==> config.mk <==
export PLATFORM = sky130hd
export DESIGN_NAME = prirv32_fetch_unit
export DESIGN_NICKNAME = d
export VERILOG_FILES = /design/src/rtl/prirv32_fetch_unit.sv
export SDC_FILE = /design/constraint.sdc
export NUM_CORES = 1
export LEC_CHECK = 0
export BUFFER_PORTS_ARGS = -buffer_cell sky130_fd_sc_hd__buf_2
export CELL_PAD_IN_SITES_DETAIL_PLACEMENT = 1
export CELL_PAD_IN_SITES_GLOBAL_PLACEMENT = 1
export CORE_MARGIN = 5
export CORE_UTILIZATION = 49
export CTS_BUF_LIST = sky130_fd_sc_hd__clkbuf_8
export DETAILED_ROUTE_END_ITERATION = 16
export HOLD_SLACK_MARGIN = 0.05
export PLACE_DENSITY_LB_ADDON = 0.1
export SYNTH_ARGS = -nofsm -noshare
export SYNTH_HDL_FRONTEND = slang
export SYNTH_SLANG_ARGS = --single-unit
export TNS_END_PERCENT = 10
==> constraint.sdc <==
create_clock -name clk_in -period 12.75 [get_ports clk_in]
set_clock_uncertainty 0.1 [all_clocks]
set_input_delay 2.55 -clock clk_in [delete_from_list [all_inputs] [get_ports clk_in]]
set_output_delay 2.55 -clock clk_in [all_outputs]
set_load 0.02 [all_outputs]
==> src/rtl/prirv32_fetch_unit.sv <==
// ---------------------------------------------------------------------------
// prirv32_fetch_unit
// Instruction fetch unit for the priRV32 core.  Holds the program counter,
// issues one word read at a time to instruction memory, and buffers returned
// words with their PCs in a small FIFO.  The decoder reads the FIFO head
// through a valid/ready handshake.  A redirect from execute flushes the FIFO
// and restarts fetch at a new word-aligned address.
//
// Parameters
//   RESET_PC      first fetch address after reset (word aligned)
//   FIFO_DEPTH    instruction buffer entries (power of two, >= 2)
//
// Ports
//   clk_in          clock, rising edge
//   rst_n           synchronous active-low reset
//   mem_req_o       memory read request (registered, held until ack)
//   mem_addr_o      word address of the request (registered)
//   mem_ack_i       memory accepts request, mem_rdata_i valid this cycle
//   mem_rdata_i     returned instruction word
//   redirect_i      flush and restart fetch at redirect_pc_i
//   redirect_pc_i   new fetch address (low two bits ignored)
//   instr_valid_o   FIFO head valid
//   instr_o         FIFO head instruction word
//   instr_pc_o      FIFO head PC
//   instr_ready_i   decoder consumes the head this cycle
//   misalign_o      one-cycle pulse after a redirect with non-zero low bits
// ---------------------------------------------------------------------------
module prirv32_fetch_unit #(
   parameter logic [31:0] RESET_PC   = 32'h0000_0000,
   parameter int          FIFO_DEPTH = 2
) (
   input  logic        clk_in,
   input  logic        rst_n,
   output logic        mem_req_o,
   output logic [31:0] mem_addr_o,
   input  logic        mem_ack_i,
   input  logic [31:0] mem_rdata_i,
   input  logic        redirect_i,
   input  logic [31:0] redirect_pc_i,
   output logic        instr_valid_o,
   output logic [31:0] instr_o,
   output logic [31:0] instr_pc_o,
   input  logic        instr_ready_i,
   output logic        misalign_o
);

   localparam int PW = (FIFO_DEPTH > 1) ? $clog2(FIFO_DEPTH) : 1;
   localparam int CW = PW + 1;
   localparam logic [CW-1:0] DEPTH_C = CW'(FIFO_DEPTH);

   typedef enum logic [1:0] {
      ST_IDLE  = 2'd0,
      ST_FETCH = 2'd1,
      ST_STALL = 2'd2,
      ST_DROP  = 2'd3
   } state_t;

   state_t        state_r;
   state_t        state_next_s;
   logic          mem_req_r;
   logic          mem_req_next_s;
   logic [31:0]   mem_addr_r;
   logic [31:0]   mem_addr_next_s;
   logic [31:0]   target_r;
   logic [31:0]   target_next_s;
   logic          misalign_r;

   logic [31:0]   fifo_instr_r [FIFO_DEPTH];
   logic [31:0]   fifo_pc_r    [FIFO_DEPTH];
   logic [PW-1:0] rd_ptr_r;
   logic [PW-1:0] wr_ptr_r;
   logic [CW-1:0] count_r;
   logic [CW-1:0] count_next_s;

   logic          push_s;
   logic          pop_s;
   logic [31:0]   redirect_tgt_s;

   // Next-state, next-address and FIFO control decode
   always_comb begin
      state_next_s    = state_r;
      mem_addr_next_s = mem_addr_r;
      target_next_s   = target_r;
      redirect_tgt_s  = {redirect_pc_i[31:2], 2'b00};
      // A redirect discards both the returning word and the head consumption.
      push_s          = (state_r == ST_FETCH) && mem_ack_i && !redirect_i;
      pop_s           = (count_r != {CW{1'b0}}) && instr_ready_i && !redirect_i;
      count_next_s    = count_r + CW'(push_s) - CW'(pop_s);

      if (redirect_i) begin
         if (mem_req_r && !mem_ack_i) begin
            // Request cannot be withdrawn: keep it, park the target.
            state_next_s  = ST_DROP;
            target_next_s = redirect_tgt_s;
         end else begin
            state_next_s    = ST_FETCH;
            mem_addr_next_s = redirect_tgt_s;
         end
      end else begin
         case (state_r)
            ST_IDLE: begin
               state_next_s = ST_FETCH;
            end
            ST_FETCH: begin
               if (mem_ack_i) begin
                  mem_addr_next_s = mem_addr_r + 32'd4;
                  if (count_next_s == DEPTH_C) begin
                     state_next_s = ST_STALL;
                  end else begin
                     state_next_s = ST_FETCH;
                  end
               end else begin
                  state_next_s = ST_FETCH;
               end
            end
            ST_STALL: begin
               if (count_next_s < DEPTH_C) begin
                  state_next_s = ST_FETCH;
               end else begin
                  state_next_s = ST_STALL;
               end
            end
            ST_DROP: begin
               if (mem_ack_i) begin
                  state_next_s    = ST_FETCH;
                  mem_addr_next_s = target_r;
               end else begin
                  state_next_s = ST_DROP;
               end
            end
            default: begin
               state_next_s = ST_IDLE;
            end
         endcase
      end

      mem_req_next_s = (state_next_s == ST_FETCH) || (state_next_s == ST_DROP);
   end

   // State, request and address registers
   always_ff @(posedge clk_in) begin
      if (!rst_n) begin
         state_r    <= ST_IDLE;
         mem_req_r  <= 1'b0;
         mem_addr_r <= RESET_PC;
         target_r   <= RESET_PC;
         misalign_r <= 1'b0;
      end else begin
         state_r    <= state_next_s;
         mem_req_r  <= mem_req_next_s;
         mem_addr_r <= mem_addr_next_s;
         target_r   <= target_next_s;
         misalign_r <= redirect_i && (redirect_pc_i[1:0] != 2'b00);
      end
   end

   // Instruction FIFO storage, pointers and occupancy
   always_ff @(posedge clk_in) begin
      if (!rst_n) begin
         for (int i = 0; i < FIFO_DEPTH; i++) begin
            fifo_instr_r[i] <= 32'h0000_0000;
            fifo_pc_r[i]    <= 32'h0000_0000;
         end
         rd_ptr_r <= {PW{1'b0}};
         wr_ptr_r <= {PW{1'b0}};
         count_r  <= {CW{1'b0}};
      end else if (redirect_i) begin
         rd_ptr_r <= {PW{1'b0}};
         wr_ptr_r <= {PW{1'b0}};
         count_r  <= {CW{1'b0}};
      end else begin
         if (push_s) begin
            fifo_instr_r[wr_ptr_r] <= mem_rdata_i;
            fifo_pc_r[wr_ptr_r]    <= mem_addr_r;
            wr_ptr_r               <= wr_ptr_r + PW'(1);
         end
         if (pop_s) begin
            rd_ptr_r <= rd_ptr_r + PW'(1);
         end
         count_r <= count_next_s;
      end
   end

   assign mem_req_o     = mem_req_r;
   assign mem_addr_o    = mem_addr_r;
   assign misalign_o    = misalign_r;
   assign instr_valid_o = (count_r != {CW{1'b0}});
   assign instr_o       = fifo_instr_r[rd_ptr_r];
   assign instr_pc_o    = fifo_pc_r[rd_ptr_r];

endmodule

# Word level (Yosys, flattened, before mapping)

Memory sizes are Yosys's and may differ from the RTL's. A register that Yosys moved wholly into a read port is not among the register bits.
Index checks and enable logic that the tools add are counted.

Bits in registers: 70
Bits in writable memories: 128
Output and inout port bits: 99
Memories: 2

$add $sub $neg: 5
Magnitude comparators: 1
Equality and inequality tests: 9
Muxes and demuxes: 27
Bitwise operators: 1
Reduce and logical (&&, ||, !) cells: 18

Memories:

| memory       | words | bits a word | read ports | clocked after Yosys merged registers in | wr ports | line | RTL |
|---|---|---|---|---|---|---|---|
| fifo_instr_r | 2     | 32          | 1          | 1                                       | 2        | 68   | `logic [31:0] fifo_instr_r [FIFO_DEPTH];` |
| fifo_pc_r    | 2     | 32          | 1          | 1                                       | 2        | 69   | `logic [31:0] fifo_pc_r [FIFO_DEPTH];` |

Operators with widths:

| cell                    | number |
|---|---|
| $mux W32                | 6 |
| $pmux W32 S2            | 1 |
| $reduce_or A32 Y1       | 2 |
| $add A32 B3 Y32 const B | 1 |
| $mux W1                 | 13 |
| $mux W2                 | 6 |
| $eq A2 B2 Y1 const B    | 4 |
| $pmux W2 S4             | 1 |
| $logic_and A1 B1 Y1     | 6 |
| $ne A3 B3 Y1 const B    | 2 |
| $eq A2 B1 Y1 const B    | 2 |
| $reduce_and A4 Y1       | 1 |
| $reduce_bool A2 Y1      | 2 |
| $reduce_bool A3 Y1      | 1 |
| $add A1 B1 Y1 const B   | 2 |
| $add A2 B1 Y2           | 1 |
| $logic_not A1 Y1        | 2 |
| $logic_not A2 Y1        | 1 |
| $lt A2 B2 Y1 const B    | 1 |
| $ne A2 B2 Y1 const B    | 1 |
| $reduce_and A2 Y1       | 1 |
| $reduce_or A2 Y1        | 1 |
| $sub A2 B1 Y2           | 1 |
| $logic_or A1 B1 Y1      | 1 |
| $not A1 Y1              | 1 |

# Longest topological paths before layout

Gate-level depths: netlist (run 1).

Word-level depth: 12
Gate-level depth with buffers: 12

# Least setup slack after synthesis (run 1)

No wires, ideal clock.

Path type: input port to flip-flop
From: in mem_ack_i
To: mem fifo_instr_r[0][0] (enable)
Library setup time: 0.567 ns
Data arrival time: 7.206 ns
Data required time: 12.083 ns
Path slack: 4.876 ns
Cell stages on the path: 4
Path buffers: 0
Cell sequence: nand3b_4 -> nor2_2 -> inv_1 -> o21ai_0

RTL lines:

| what        | line | RTL |
|---|---|---|
| from (decl) | 36   | `input logic mem_ack_i,` |
| to (decl)   | 68   |  |

==> flow_metrics.py, run 1 <==
metrics = {
    "setup_path": {
        "setup.worst_path.start_class": "primary input",
        "worstSetupStartpoint": "rst_n",
        "reg2reg_depth": 5,
        "endpoint_kind": "flop",
        "rr_endpoint": "fifo_pc_r[1][20]",
        "worst_ep_required_time_ns": 12.75,
        "path_buf_inv": 3,
        "path_max_fanout": 75,
        "path_depth": 5,
        "rrSetupSlack_ns": 9.64,
        "cp-endpoint": "fifo_pc_r[1][20]",
        "crit_arrival_ns": 5.12,
        "cp_cell_sequence": "buf_2 > buf_4 > and3_2 > nand2b_2 > buf_4",
        "r2r_start": "state_r[0]",
        "cp_top_family": "buffers and inverters",
        "cp_common_cell": "buf_4",
        "critPathKind": "in2reg",
        "cpMaxStageDelayCell": "and3_2",
        "max_stage_delay_ns": 0.92,
    },
    "cts": {
        "ctsLongestPathBuffers": 2,
        "clk_latency_ns": 0.47,
        "clk_pin_slew_ns": 0.10,
        "cts_made_buffers": 17,
        "htreeDepth": 4,
        "cts_root_buf": "clkbuf_8",
        "cts_resized": 0,
        "cts_setup_buffers": 0,
        "clock_sinks": 192,
        "cts_hold_buf": 0,
        "cts_tree": "done",
    },
    "final_layout": {
        "diodes": 0,
        "drive_above_1_share_pct": 28.3,
        "fin_util_pct": 56.2,
        "stdcell_count": 1214,
        "area.growth.synth_to_final_pct": 13.8,
        "fin_area_um2": 10400,
        "final_common_cell": "buf_2",
        "final_cell_mix": "buf_2 (163), edfxtp_1 (124), and2_1 (123)",
        "nets": 1040,
    },
    "power": {
        "irDropWorstVdd_uv": 73.0,
        "power_mw": 1.25,
        "p_seq_share_pct": 57.4,
        "switchingPower_uw": 351,
        "power_density_nw_per_um2": 120,
        "intPower_uw": 899,
        "power.leakage_nw": 4.16,
        "switching_share_pct": 28.1,
        "pwr-share-comb_pct": 11.7,
        "power.share.clock_pct": 31.0,
    },
    "global_routing": {
        "grt_pass1_wl_um": 39400,
        "first_global_vias": 7233,
        "grt-ovfl-total": 0,
        "grt_max_degree": 76,
        "grt_use_total_pct": 23.0,
        "antenna_found_initial": 0,
    },
    "die": {
        "initial_core_util_pct": 49.4,
        "rows": 50,
        "die_h_um": 147,
        "core_um2": 18600,
        "io_pins": 168,
        "die_area_um2": 21600,
        "die_x_um": 147,
    },
    "sta": {
        "rsz0062_at_grt": "false",
        "slew_headroom_pct": 17.5,
        "max_freq_mhz": 195,
        "fin_ws_ns": 7.62,
        "hold_violations": 0,
        "hold_slack_ns": 0.368,
        "worst_pin_slew_ns": 1.24,
        "setup_viol_count_final": 0,
        "fin_tns_setup_ns": 0,
        "finalCritPeriodShare_pct": 40.2,
        "period_minus_slack_ns": 5.13,
        "slew_viol_final": 0,
    },
    "place": {
        "place_inst": 1183,
        "hpwl_um": 17100,
        "place_congestion": 0.828,
        "dpl_worst_slack_ns": 7.09,
        "placed_area_um2": 10100,
        "portBuffers": 163,
    },
    "route": {
        "drt_iter0_drc": 427,
        "dr_total_vias": 6952,
        "wire_per_inst_um": 20.7,
        "drcViolationCount": 0,
        "avgViaCountPerCell": 5.73,
        "wl_um": 25200,
        "firstDrtPassIters": 5,
        "ant_nets": 0,
    },
    "run": {
        "drv_cap": 0,
    },
    "logic_synthesis": {
        "yosys_warnings": 0,
        "synth.avg_cell_area_um2": 10.9,
        "yosysUniqueCellTypes": 63,
        "syn_inst": 845,
        "synth_seq_cells": 192,
        "ys.flop_type": "edfxtp_1",
        "synth_top_family_by_area": "simple AND/OR/NAND/NOR gates",
        "synth-edff-count": 124,
        "seq_area_frac_synth_pct": 55.4,
        "synth_compound_area_share_pct": 11.6,
        "synthAdderAreaFrac_pct": 0.409,
        "synth_mux_area_share_pct": 8.37,
        "yosys.area_share.simple_pct": 19.4,
        "async_reset_ff_share_pct": 0,
        "synth_area_um2": 9180,
        "synth_xor_xnor_area_share_pct": 1.05,
    },
    "outcome": {
        "status": "completed",
    },
    "worst_hold_path": {
        "hold_path_class": "reg2reg",
    },
}
## worst register-to-register path, delay by kind of cell (launching register included)
family	cells	cell delay [ns]
simple gates	4	1.39
buf+inv	1	0.66
flops	1	0.57
## layout make-up
class                           count  area [µm²]
Fill cell                        2057        8140
Tap cell                          234         293
Clock inverter                     14         138
Multi-Input combinational cell    578        3790
Timing Repair Buffer              170         868
Inverter                            9        33.8
Clock buffer                       17         234
Sequential cell                   192        5090
## cell families after synthesis
group	after synthesis
adder cells (fa/ha/maj)	3
AO/OA/AOI/OAI	162
AND/OR/NAND/NOR	329
XOR/XNOR	11
multiplexers	69
other	1
flip-flops	192
buffers and inverters	78
## per-layer routing
metal / wire, µm / vias up / GRT usage [%]
met5: 0 / - / 0
met4: 446 / 0 / 7.01
met3: 1370 / 34 / 5.49
met2: 12400 / 213 / 38.3
met1: 10900 / 3444 / 30.0
li1: - / 3261 / -
## how the worst min path moves through the flow
stage	startpoint	endpoint	depth (start not counted)	slack, ns
finish	target_r[14]	target_r[14]	2	0.37
floorplan	target_r[14]	target_r[14]	2	0.33
detailed placement	target_r[14]	target_r[14]	2	0.35
global route	target_r[14]	target_r[14]	2	0.39
global placement	target_r[14]	target_r[14]	2	0.34
CTS	target_r[14]	target_r[14]	2	0.36
## registers in the layout, summed over array words and instances, names as in the netlist, named ones only
signal,cells
rd_ptr_r,1
state_r,2
count_r,2
fifo_instr_r,64
misalign_o,1
mem_addr_o,30
target_r,30
fifo_pc_r,60
wr_ptr_r,1
## Yosys cell counts, drive strengths merged, types with 3 or more instances
master | number | area, µm²
edfxtp | 124 | 3720
and2 | 123 | 769
nand2 | 93 | 349
dfxtp | 68 | 1360
mux2 | 62 | 698
clkbuf | 41 | 159
a21oi | 39 | 195
a21boi | 34 | 255
nor2 | 33 | 131
o21ai | 33 | 165
buf | 28 | 145
nand3 | 17 | 90.1
nor3 | 16 | 85.1
nand4 | 13 | 87.6
o211ai | 10 | 75.1
a211oi | 9 | 67.6
and3 | 9 | 56.3
inv | 9 | 33.8
mux2i | 7 | 70.1
and4 | 6 | 52.6
xnor2 | 6 | 52.6
a31oi | 5 | 31.3
o22ai | 5 | 31.3
xor2 | 5 | 43.8
a221o | 4 | 40.0
a221oi | 4 | 35.0
nor4 | 4 | 37.5
o221ai | 4 | 35.0
ha | 3 | 37.5
## power by group through the flow
stage,logic (mW),registers (mW),clock network [mW]
finish,0.146,0.716,0.387
global route,0.157,0.720,0.422
CTS,0.147,0.716,0.394
detailed placement,0.146,0.731,0
global placement,0.141,0.728,0
floorplan,0.0880,0.728,0
Power figures use the tool's default switching activity.
==> run 2, diff against run 1 <==
CORE_UTILIZATION = 41   (was 49)
clock period = 4.7 ns   (was 12.75 ns; I/O delays follow)
==> flow_metrics.py, run 2 (same netlist as run 1, synthesis figures left out) <==
metrics = {
    "sta": {
        "hold_violations": 0,
        "slew_viol_final": 0,
        "slew_headroom_pct": 35.5,
        "fin_ws_ns": 1.62,
        "finalCritPeriodShare_pct": 65.5,
        "worst_pin_slew_ns": 0.968,
        "period_minus_slack_ns": 3.08,
        "max_freq_mhz": 325,
        "rsz0062_at_grt": "false",
        "setup_viol_count_final": 0,
        "fin_tns_setup_ns": 0,
    },
    "route": {
        "avgViaCountPerCell": 5.40,
        "wl_um": 25000,
        "firstDrtPassIters": 5,
        "ant_nets": 0,
        "drcViolationCount": 0,
        "drt_iter0_drc": 387,
        "wire_per_inst_um": 19.7,
        "dr_total_vias": 6838,
    },
    "die": {
        "io_pins": 168,
        "die_area_um2": 25500,
        "die_x_um": 160,
        "die_h_um": 160,
        "core_um2": 22000,
        "rows": 54,
        "initial_core_util_pct": 41.8,
    },
    "cts": {
        "htreeDepth": 4,
        "clk_latency_ns": 0.46,
        "clk_pin_slew_ns": 0.11,
        "cts_root_buf": "clkbuf_8",
        "cts_made_buffers": 17,
        "clock_sinks": 192,
        "cts_setup_buffers": 0,
        "cts_resized": 0,
        "cts_hold_buf": 0,
        "ctsLongestPathBuffers": 2,
        "cts_tree": "done",
    },
    "place": {
        "portBuffers": 163,
        "place_congestion": 0.803,
        "dpl_worst_slack_ns": 1.52,
        "hpwl_um": 16700,
    },
    "global_routing": {
        "antenna_found_initial": 0,
        "first_global_vias": 7006,
        "grt_pass1_wl_um": 39700,
        "grt_use_total_pct": 19.6,
        "grt_max_degree": 73,
        "grt-ovfl-total": 0,
    },
    "final_layout": {
        "final_common_cell": "buf_2",
        "drive_above_1_share_pct": 28.9,
        "nets": 1045,
        "final_cell_mix": "buf_2 (163), edfxtp_1 (124), and2_1 (122)",
        "fillers": 2456,
        "diodes": 0,
        "top_register": "fifo_instr_r",
        "area.growth.synth_to_final_pct": 15.0,
        "reg.largest.list": "fifo_instr_r (64), fifo_pc_r (60)",
        "largest_reg_flops": 64,
    },
    "worst_hold_path": {
        "hold_path_class": "reg2reg",
    },
    "setup_path": {
        "cp_cell_sequence": "buf_4 > mux2_2 > buf_2",
        "path_max_fanout": 62,
        "cpMaxStageDelayCell": "buf_4",
        "endpoint_kind": "output port",
        "worst_ep_required_time_ns": 3.66,
        "setup.worst_path.start_class": "flop",
        "max_stage_delay_ns": 0.64,
        "crit_arrival_ns": 2.04,
        "critPathKind": "reg2out",
    },
    "power": {
        "power.leakage_nw": 4.20,
        "power_density_nw_per_um2": 322,
        "irDropWorstVdd_uv": 172,
    },
    "outcome": {
        "status": "completed",
    },
    "run": {
        "drv_cap": 0,
    },
}
## run 2: cell types whose count changed in the layout (fill, tap and decap cells not counted), sizes merged
| cell | delta |
|---|---|
| clkinvlp | -3 |
| bufinv | -1 |
| inv | +5 |
| buf | +5 |
## run 2: final timing paths
path                startpoint             end  slack (ns)  depth (start not counted)
hold / removal    target_r[21]    target_r[21]        0.37                          2
setup reg to reg    state_r[0]  mem_addr_o[27]        2.00                          5
setup / recovery          flop  instr_pc_o[27]        1.62                          3
hold reg to reg   target_r[21]    target_r[21]        0.37                          2
## run 2: stage by stage
stage,hold WS (ns),instances,utilization (%),power (mW),area [µm²]
after global placement,0.344,1234,46.3,2.37,10200
after floorplan,0.332,848,-,2.21,9190
after CTS,0.370,1266,48.1,3.43,10600
after global routing,0.392,1266,48.1,3.56,10600
after detailed placement,0.354,1234,46.3,2.38,10200
final,0.368,1266,48.1,3.40,10600
## run 2: worst max-delay path: cells and delay by family, from the launching register on
| family | cells | cell delay [ns] |
|---|---|---|
| mux | 1 | 0.44 |
| buf+inv | 2 | 0.81 |
| flops | 1 | 0.32 |
## run 2: cell type report
cell class,instances,area [µm²],share of cell area (%)
inverter,9,33.8,0.320
sequential,192,5090,48.2
clock inverter,15,149,1.41
timing repair buffer,175,906,8.58
clock buffer,17,234,2.22
tap,280,350,3.32
multi-input combinational,578,3790,36.0
## run 2: layer usage
layer  track usage, %  up-vias  part of all wire, %
li1                 -     3276                    -
met1             26.7     3385                   47
met2             32.6      161                   48
met3             3.66       16                  3.8
met4             4.42        0                  1.1
met5                0        -                    0
## run 2: power breakdown
part | leakage [nW] | internal [mW] | switching (mW) | total (mW)
Clock | 0.196 | 0.400 | 0.662 | 1.06
Sequential | 1.85 | 1.87 | 0.0741 | 1.94
Combinational | 2.15 | 0.143 | 0.252 | 0.395
==> run 3, diff against run 2 <==
ABC_AREA = 1   (was unset)
CORE_UTILIZATION = 44   (was 41)
clock period = 3.1 ns   (was 4.7 ns; I/O delays follow)
==> flow_metrics.py, run 3 <==
metrics = {
    "outcome": {
        "status": "completed",
    },
    "die": {
        "io_pins": 168,
        "initial_core_util_pct": 44.3,
        "die_area_um2": 23900,
        "core_um2": 20800,
        "rows": 53,
        "die_x_um": 155,
        "die_h_um": 155,
    },
    "cts": {
        "cts_hold_buf": 0,
        "cts_made_buffers": 17,
        "cts_setup_buffers": 0,
        "htreeDepth": 4,
        "cts_root_buf": "clkbuf_8",
        "ctsLongestPathBuffers": 2,
        "clk_latency_ns": 0.47,
        "clock_sinks": 192,
        "cts_resized": 0,
        "clk_pin_slew_ns": 0.12,
        "cts_tree": "done",
    },
    "setup_path": {
        "crit_arrival_ns": 1.75,
        "path_max_fanout": 62,
        "endpoint_kind": "output port",
        "critPathKind": "reg2out",
        "worst_ep_required_time_ns": 2.38,
        "r2r_start": "state_r[0]",
        "rr_endpoint": "state_r[1]",
        "rrSetupSlack_ns": 0.96,
        "reg2reg_depth": 11,
        "setup.worst_path.start_class": "flop",
    },
    "global_routing": {
        "antenna_found_initial": 0,
        "first_global_vias": 7282,
        "grt_max_degree": 63,
        "grt_use_total_pct": 20.6,
        "grt_pass1_wl_um": 39100,
        "grt-ovfl-total": 0,
    },
    "final_layout": {
        "fin_area_um2": 10700,
        "seqCellArea_um2": 5090,
        "diodes": 0,
        "fin_util_pct": 51.5,
        "reg.largest.list": "fifo_instr_r (64), fifo_pc_r (60)",
        "final_common_cell": "nor2_1",
        "fillers": 2465,
        "largest_reg_flops": 64,
        "nets": 1221,
        "final_cell_mix": "nor2_1 (192), buf_2 (163), nand2_1 (157)",
        "area.growth.synth_to_final_pct": 16.3,
        "top_register": "fifo_instr_r",
        "multi_input_comb_area_um2": 3460,
        "drive_above_1_share_pct": 28.3,
        "stdcell_count": 1436,
    },
    "place": {
        "place_congestion": 0.795,
        "placed_area_um2": 10300,
        "dpl_worst_slack_ns": 0.606,
        "place_inst": 1405,
        "portBuffers": 163,
        "hpwl_um": 17300,
    },
    "logic_synthesis": {
        "synth_area_um2": 9220,
        "syn_inst": 1000,
        "yosys.area_share.simple_pct": 19.7,
        "synth_compound_area_share_pct": 9.08,
        "async_reset_ff_share_pct": 0,
        "synth_top_family_by_area": "simple AND/OR/NAND/NOR gates",
        "synth_top_cells_by_count": "nor2_1 (192), nand2_1 (159), edfxtp_1 (124), inv_1 (116), dfxtp_1 (68)",
        "synth-edff-count": 124,
        "synth.avg_cell_area_um2": 9.22,
        "synth_xor_xnor_area_share_pct": 0.475,
        "synthAdderAreaFrac_pct": 0.407,
        "synth_area_leaders": "edfxtp_1 (40%), dfxtp_1 (15%), nor2_1 (7.8%)",
        "synth.most_common_cell": "nor2_1",
        "synth.largest_area_cell": "edfxtp_1",
        "synth_mux_area_share_pct": 7.58,
        "yosysUniqueCellTypes": 34,
        "ys.flop_type": "edfxtp_1",
        "synth_seq_cells": 192,
        "yosys_warnings": 0,
        "seq_area_frac_synth_pct": 55.2,
        "synth_top_area_share_pct": 40.4,
    },
    "power": {
        "power_density_nw_per_um2": 482,
        "power.share.clock_pct": 30.5,
        "power.leakage_nw": 4.55,
        "power_mw": 5.17,
        "switchingPower_mw": 1.52,
        "pwr-share-comb_pct": 12.9,
        "switching_share_pct": 29.3,
        "intPower_mw": 3.66,
        "irDropWorstVdd_uv": 235,
        "p_seq_share_pct": 56.5,
    },
    "sta": {
        "rsz0062_at_grt": "false",
        "finalCritPeriodShare_pct": 79.5,
        "max_freq_mhz": 406,
        "setup_viol_count_final": 0,
        "fin_ws_ns": 0.635,
        "worst_pin_slew_ns": 0.720,
        "slew_viol_final": 0,
        "hold_violations": 0,
        "slew_headroom_pct": 52.0,
        "period_minus_slack_ns": 2.47,
    },
    "route": {
        "dr_total_vias": 7148,
        "avgViaCountPerCell": 4.98,
        "wire_per_inst_um": 17.2,
        "firstDrtPassIters": 4,
        "drt_iter0_drc": 378,
        "wl_um": 24700,
        "ant_nets": 0,
        "drcViolationCount": 0,
    },
    "worst_hold_path": {
        "min_to": "target_r[3]",
        "holdPathStages": 3,
        "hold_path_class": "in2reg",
        "hp-start": "redirect_pc_i[3]",
    },
    "run": {
        "drv_cap": 0,
    },
}
[run 3: changes by cell type after synthesis, moves of 12 or more]
cell      previous run  this run
a21boi_0            29         0
and2_1             122         2
inv_1                9       116
nand2_1             93       159
nand3_1             16        45
nand4_1             12         0
nor2_1              30       192
nor3_1              15         1
o21ai_0             33        58
[run 3: how the worst max path moves through the flow]
stage | start | cells past startpoint | end
after floorplan | mem_ack_i | 5 | fifo_instr_r[1][0]
after global placement | redirect_i | 11 | state_r[1]
after detailed placement | redirect_i | 11 | state_r[1]
after CTS | flop | 3 | instr_pc_o[29]
after global routing | flop | 3 | instr_pc_o[29]
final | flop | 3 | instr_pc_o[29]
[run 3: worst max-delay path, stage by stage, from the launching register on]
cell	delay [ns]
dfxtp_2	0.35
buf_12	0.28
mux2_2	0.41
buf_2	0.17
[run 3: cell families after synthesis]
family / count (synthesis)
mux: 62
fa+ha+maj: 3
simple gates: 428
xor+xnor: 5
other cells: 1
buf+inv: 174
compound gates: 135
flops: 192
[run 3: cell type report]
class	instances	share of cell area [%]
Clock buffer	17	2.18
Clock inverter	14	1.33
Inverter	123	4.31
Multi-Input combinational cell	637	32.3
Sequential cell	192	47.4
Tap cell	275	3.21
Timing Repair Buffer	178	9.24
[run 3: stage by stage]
step | TNS [ns] | hold WS [ns]
floorplan | -3.64 | 0.325
global placement | 0 | 0.332
detailed placement | 0 | 0.342
CTS | 0 | 0.271
global route | 0 | 0.279
finish | 0 | 0.295
[run 3: per-layer routing]
metal	track usage (%)	routed length (µm)	vias up
met3	3.22	1190	10
li1	-	-	3562
met2	33.3	11600	159
met4	3.91	142	0
met1	29.7	11700	3417
met5	0	0	-
[run 3: power by group through the flow]
| stage | logic (mW) | clock network, mW | registers (mW) |
|---|---|---|---|
| floorplan | 0.390 | 0 | 2.99 |
| global placement | 0.663 | 0 | 2.98 |
| detailed placement | 0.673 | 0 | 2.98 |
| CTS | 0.677 | 1.63 | 2.93 |
| global route | 0.737 | 1.74 | 2.94 |
| finish | 0.669 | 1.58 | 2.92 |
